==> config.mk <==
export PLATFORM = sky130hd
export DESIGN_NAME = mem_access_wb
export DESIGN_NICKNAME = d
export VERILOG_FILES = /design/src/rtl/mem_access_wb.sv
export SDC_FILE = /design/constraint.sdc
export NUM_CORES = 1
export LEC_CHECK = 0
export ABC_AREA = 0
export CAP_MARGIN = 20
export CORE_MARGIN = 2
export CORE_UTILIZATION = 40
export CTS_CLUSTER_DIAMETER = 150
export CTS_CLUSTER_SIZE = 20
export DETAILED_ROUTE_END_ITERATION = 8
export GPL_ROUTABILITY_DRIVEN = 1
export PLACE_DENSITY = 0.83
export SYNTH_ARGS = -nofsm -noshare
export SYNTH_HDL_FRONTEND = slang
export SYNTH_SLANG_ARGS = --single-unit
==> constraint.sdc <==
create_clock -name clk_i -period 1.5 [get_ports clk_i]
set_clock_uncertainty 0.1 [all_clocks]
set_input_delay 0.45 -clock clk_i [delete_from_list [all_inputs] [get_ports clk_i]]
set_output_delay 0.45 -clock clk_i [all_outputs]
set_load 0.01 [all_outputs]
==> src/rtl/mem_access_wb.sv <==
`default_nettype none
// ============================================================================
// mem_access_wb : memory-access stage + MEM/WB register, req/ack data memory.
// Optional MEM_TIMEOUT_EN adds a BUSY watchdog that sets sticky err_o.
// Rev 1.0
// ============================================================================
module mem_access_wb #(
  parameter int TIMEOUT_CYCLES = 255
) (
  input  logic        clk_i,
  input  logic        rst_i,
  input  logic        RegWrite_i,
  input  logic        MemtoReg_i,
  input  logic        MemRead_i,
  input  logic        MemWrite_i,
  input  logic [31:0] ALUout_i,
  input  logic [31:0] rs2_data_i,
  input  logic [4:0]  rd_addr_i,
  output logic        stall_o,
  output logic        mem_req_o,
  output logic        mem_we_o,
  output logic [31:0] mem_addr_o,
  output logic [31:0] mem_wdata_o,
  input  logic        mem_ack_i,
  input  logic [31:0] mem_rdata_i,
  output logic        RegWrite_o,
  output logic        MemtoReg_o,
  output logic [31:0] ALUout_o,
  output logic [31:0] mem_data_o,
  output logic [4:0]  rd_addr_o,
  output logic        err_o
);

  typedef enum logic [1:0] {
    IDLE = 2'd0,
    BUSY = 2'd1,
    DONE = 2'd2
  } state_t;

  state_t      state;
  state_t      next_state;
  logic        mem_op;
  logic        is_load;
  logic        timeout;
  logic [31:0] rdata;

  // A combined read+write is handled as a store.
  assign mem_op  = MemRead_i | MemWrite_i;
  assign is_load = MemRead_i & ~MemWrite_i;

`ifdef MEM_TIMEOUT_EN
  localparam logic [7:0] TMO_LAST = 8'(TIMEOUT_CYCLES - 1);

  logic [7:0] tmo_cnt;
  logic       err;

  // An ack arriving in the final BUSY cycle takes priority over the abort.
  assign timeout = (state == BUSY) && !mem_ack_i && (tmo_cnt == TMO_LAST);

  always_ff @(posedge clk_i or negedge rst_i) begin
    if (!rst_i) begin
      tmo_cnt <= 8'd0;
      err     <= 1'b0;
    end else begin
      if (state != BUSY) begin
        tmo_cnt <= 8'd0;
      end else if (!mem_ack_i) begin
        tmo_cnt <= tmo_cnt + 8'd1;
      end
      if (timeout) begin
        err <= 1'b1;
      end
    end
  end

  assign err_o = err;
`else
  assign timeout = 1'b0;
  assign err_o   = 1'b0;
`endif

  always_ff @(posedge clk_i or negedge rst_i) begin
    if (!rst_i) begin
      state <= IDLE;
    end else begin
      state <= next_state;
    end
  end

  always_comb begin
    next_state = state;
    stall_o    = 1'b0;
    case (state)
      IDLE: begin
        if (mem_op) begin
          stall_o    = 1'b1;
          next_state = BUSY;
        end
      end
      BUSY: begin
        stall_o = 1'b1;
        if (mem_ack_i || timeout) begin
          next_state = DONE;
        end
      end
      DONE: begin
        next_state = IDLE;
      end
      default: begin
        next_state = IDLE;
      end
    endcase
  end

  // Memory-side request registers and captured load data.
  always_ff @(posedge clk_i or negedge rst_i) begin
    if (!rst_i) begin
      mem_req_o   <= 1'b0;
      mem_we_o    <= 1'b0;
      mem_addr_o  <= 32'd0;
      mem_wdata_o <= 32'd0;
      rdata       <= 32'd0;
    end else begin
      if (state == IDLE && mem_op) begin
        mem_req_o   <= 1'b1;
        mem_we_o    <= MemWrite_i;
        mem_addr_o  <= ALUout_i;
        mem_wdata_o <= rs2_data_i;
      end else if (state == BUSY && (mem_ack_i || timeout)) begin
        mem_req_o <= 1'b0;
        if (mem_ack_i) begin
          if (!mem_we_o) begin
            rdata <= mem_rdata_i;
          end
        end else begin
          rdata <= 32'd0;
        end
      end
    end
  end

  // MEM/WB register: stalled edges insert a bubble and keep the data fields.
  always_ff @(posedge clk_i or negedge rst_i) begin
    if (!rst_i) begin
      RegWrite_o <= 1'b0;
      MemtoReg_o <= 1'b0;
      ALUout_o   <= 32'd0;
      mem_data_o <= 32'd0;
      rd_addr_o  <= 5'd0;
    end else if (!stall_o) begin
      RegWrite_o <= RegWrite_i;
      MemtoReg_o <= MemtoReg_i;
      ALUout_o   <= ALUout_i;
      mem_data_o <= is_load ? rdata : 32'd0;
      rd_addr_o  <= rd_addr_i;
    end else begin
      RegWrite_o <= 1'b0;
      MemtoReg_o <= 1'b0;
    end
  end

endmodule
`default_nettype wire

# == Word-level counts from Yosys, hierarchy flattened ==
# Index checks and enable logic that the tools add are counted.
# classes
n_reduce_logical,6
eq_ne,4
n_mux,12
bitwise_logic,4
# ops
operator,n
$mux 32,3
$ne 2x2->1 const B,3
$mux 1,5
$mux 2,2
$pmux 2 s2,1
$reduce_and 3->1,1
$eq 2x1->1 const B,1
$logic_and 1x1->1,2
$logic_not 2->1,1
$not 1->1,2
$pmux 1 s2,1
$reduce_and 2->1,1
$reduce_bool 2->1,1
$and 1x1->1,1
$or 1x1->1,1
# word_totals
ff_bits,171
output_inout_bits,139
in_bits,108

# == Longest topological paths before layout ==
# logic_depth
ltp_word,4
ltp_mapped,6
depth_no_buf,3

# == Least setup slack after synthesis ==
# No wires, ideal clock.
# synth_timing
path_kind,input to register
from,input MemRead_i
to,register mem_addr_o[0]
t_required_ns,1.275
setup_ns,0.125
t_arrival_ns,1.505
cell_stages,4
path_buffers,2
setup_slack_ns,-0.230
path_cell_list,buf_6 -> o21ai_2 -> clkbuf_8 -> mux2_2
# synth_via
elab_chain_len,2
# synth_lines
item,line,source
from (decl),14,"input logic MemRead_i,"
$or 1x1->1,48,assign mem_op = MemRead_i | MemWrite_i;
$logic_and 1x1->1,124,if (state == IDLE && mem_op) begin
to (signal assigned),127,mem_addr_o <= ALUout_i;
to (decl),22,"output logic [31:0] mem_addr_o,"
# No other way between the ends.
# A chain may end at the register's enable or synchronous reset.

# == Worst setup path after layout ==
# layout_timing
from,register state[0]
to,output stall_o
# layout_via
elab_chain_len,2
word_cells_on_any_way,3
# layout_lines
item,line,source
from (decl),40,state_t state;
from (signal assigned),86,state <= next_state;
$eq 2x1->1 / $logic_not 2->1 (equally long branches),93,case (state)
$pmux 1 s2 (*),93,
to (decl),19,"output logic stall_o,"
# Mark *: on every way between the ends. The rest lies on a longest branch, timed or not.

==> run metrics <==
run status finished, violations left; failing checks setup timing; Synth Area in Simple Gates 0.0462; vias in the first global route 5,298; number of synthesized flops with an enable pin 0; critical path arrival 1170 ps; combinational family with the most area after synthesis multiplexers; adder-cell area share of the yosys netlist 0; largest cells by area after synthesis dfrtp_1 (63%), mux2_2 (17%), mux2_4 (6.7%), a32oi_1 (4.1%), nand2_1 (3.6%); first-pass GRT wire length 28,600 um; worst-path maximum fanout 2; Synth area leader dfrtp_1; Post-DRT Antenna Nets 0; Clock Sinks approximately 170; largest net degree at the start of global routing 54; top-count cell post-synth dfrtp_1; Final Non-Filler Cells 985; synthesized area 0.00677 sq mm; initial DRC count 226; area share of xor/xnor cells in the synthesized design 0; Synth cell types 24; total grt overflow 0; Largest delay share family, worst path flip-flops; Final Hold Viols 0; GRT Total Usage 0.207; CP Launch Type flip-flop; min-delay worst type in2async; DR WL met3 1180 um; DP Area 0.00960 sq mm; number of synthesized register bits 171; via count 4,881; routed len/inst 18.7 um; Slew @ Worst Pin 559 ps; Worst Setup Slack, final -221 ps; vias per std cell 4.96; Compound-Gate Fraction of Synth Area 0.0486; port bufs 245; die height 134 um; pwr dens approximately 2100 mW/mm^2; Synth top area share 0.633; peak supply drop 954 uV; routed wire length between 15,000 and 20,000 um; nets@finish approximately 860; Pleak 4.80 nW; RePlAce Congestion 0.771; post-synthesis sequential area ratio 0.633; Buf/Inv on CP 1; max layer used met4; Synth top cells by count dfrtp_1 (171), mux2_2 (103), nand2_1 (65); share of cells above drive strength 1 0.495; TritonCTS clock tree yes; standard-cell row count 47; clock buffer depth 2; Initial Util 0.408; CORE AREA 0.0166 sq mm; Worst path max stage delay 400 ps; Cells after DPL 907; max-cap violation count 0; design area between 0.01 and 0.015 sq mm; Post-DP HPWL 12,400 um; fmax 581 MHz; drt pass-1 iters 6; Die ar. ~0.018 sq mm; area delta synth->final 51.4%; mux share of post-synthesis cell area 0.238; worst-path cell chain nor3_4 > nor2_4 > buf_6; DRC 0; initial antenna violation count 1; WP data required 950 ps; fin util 0.617; H-tree depth 4; Async S/R FF share, synth 1.00; Worst setup EP type output port; Tcrit/Tclk final 1.15; RSZ-0062 raised after global routing yes; critical path class reg2out; Mapped Cells 450; setup TNS -20,390 ps; Syn Area/Cell 15.0 sq um; CTS Root Cell clkbuf_16; yosys warns 0; dominant synthesized flop cell dfrtp_1; Slew headroom 0.627; TritonCTS Buffers 17; pre-CTS setup slack -878 ps; worst skew pair latency 410 ps; Final Max Slew Viols 0; # IOs 247; M1 WL approximately 7000 um; WL met2 9670 um; minimum clock period 1720 ps; Syn Nets between 500 and 600; setup violators final 156; die width 134 um; slowest cell on the critical path dfrtp_1; clock slew at reported path FFs 70 ps
[timing repair]
item	in CTS	in global routing
setup endpoints to repair	305	301
pin swaps	2	2
gates cloned	2	0
buffers inserted	41	1
hold buffers	1	0
endpoints found under the hold margin	20	0
resized for setup	590	18
[layout by cell type, fill, tap and decap left out, drive strengths merged]
cell type / count
a22o: 1
mux2: 133
buf: 205
o21ba: 1
conb: 1
clkinvlp: 2
dlygate4sd3: 1
nand2: 65
nor2b: 4
dlygate4sd2: 2
clkdlybuf4s50: 104
a211oi: 1
nor3: 1
nor2: 4
a2bb2oi: 1
diode: 1
and3b: 1
o21ai: 2
clkinv: 3
inv: 4
bufinv: 4
and2b: 1
dfrtp: 171
clkbuf: 20
a32oi: 32
[flip-flops by register name, indices dropped and copies added, names as in the netlist]
signal       cells
MemtoReg_o       1
rd_addr_o        5
rdata           32
mem_wdata_o     32
state            2
mem_req_o        1
RegWrite_o       1
ALUout_o        32
mem_data_o      32
mem_we_o         1
mem_addr_o      32
[layer usage]
layer  global-route usage  vias up
met3               0.0525       33
met2                0.370      210
li1                     -     2200
met5                    0        -
met1                0.236     2438
met4               0.0854        0
[cells by family (layout without fill, tap and decap cells)]
group | after synthesis | after routing
compound gates | 38 | 38
buf+inv | 31 | 345
flops | 171 | 171
mux | 133 | 133
other cells | 1 | 2
simple gates | 76 | 76
[stage by stage]
step           power, mW  hold slack [ps]
6_report            21.6              362
2_1_floorplan       12.0             54.4
5_1_grt             22.7              365
4_1_cts             21.5              354
3_5_place_dp        17.0              228
3_3_place_gp        16.6              227
[where the power goes]
part | switching, mW | total, mW | internal [mW]
clock | 1.83 | 4.78 | 2.95
combinational | 3.59 | 8.61 | 5.03
sequential | 1.35 | 8.17 | 6.82
total | 6.77 | 21.6 | 14.8
[cell type report]
class / count / area [sq um]
multi-input cells: 248 / 2310
diodes: 1 / 2.50
clock inverters: 12 / 185
inverters: 1 / 3.75
flip-flops and latches: 171 / 4280
fillers: 1279 / 6340
clock buffers: 20 / 467
well taps: 220 / 275
repair buffers: 312 / 2720
[final timing paths]
| path | startpoint | to | slack, ps | cells past startpoint |
|---|---|---|---|---|
| hold reg to reg | mem_addr_o[19] | mem_addr_o[19] | 400 | 1 |
| hold / removal | rst_i | mem_addr_o[15] | 360 | 2 |
| setup / recovery | state[0] | stall_o | -220 | 3 |
| setup reg to reg | state[0] | rdata[31] | -210 | 6 |
| max in group asynchronous | rst_i | rd_addr_o[4] | 350 | 3 |
| min in group clk_i | mem_addr_o[19] | mem_addr_o[19] | 400 | 1 |
Note: power is estimated with default switching activity, not from simulation.
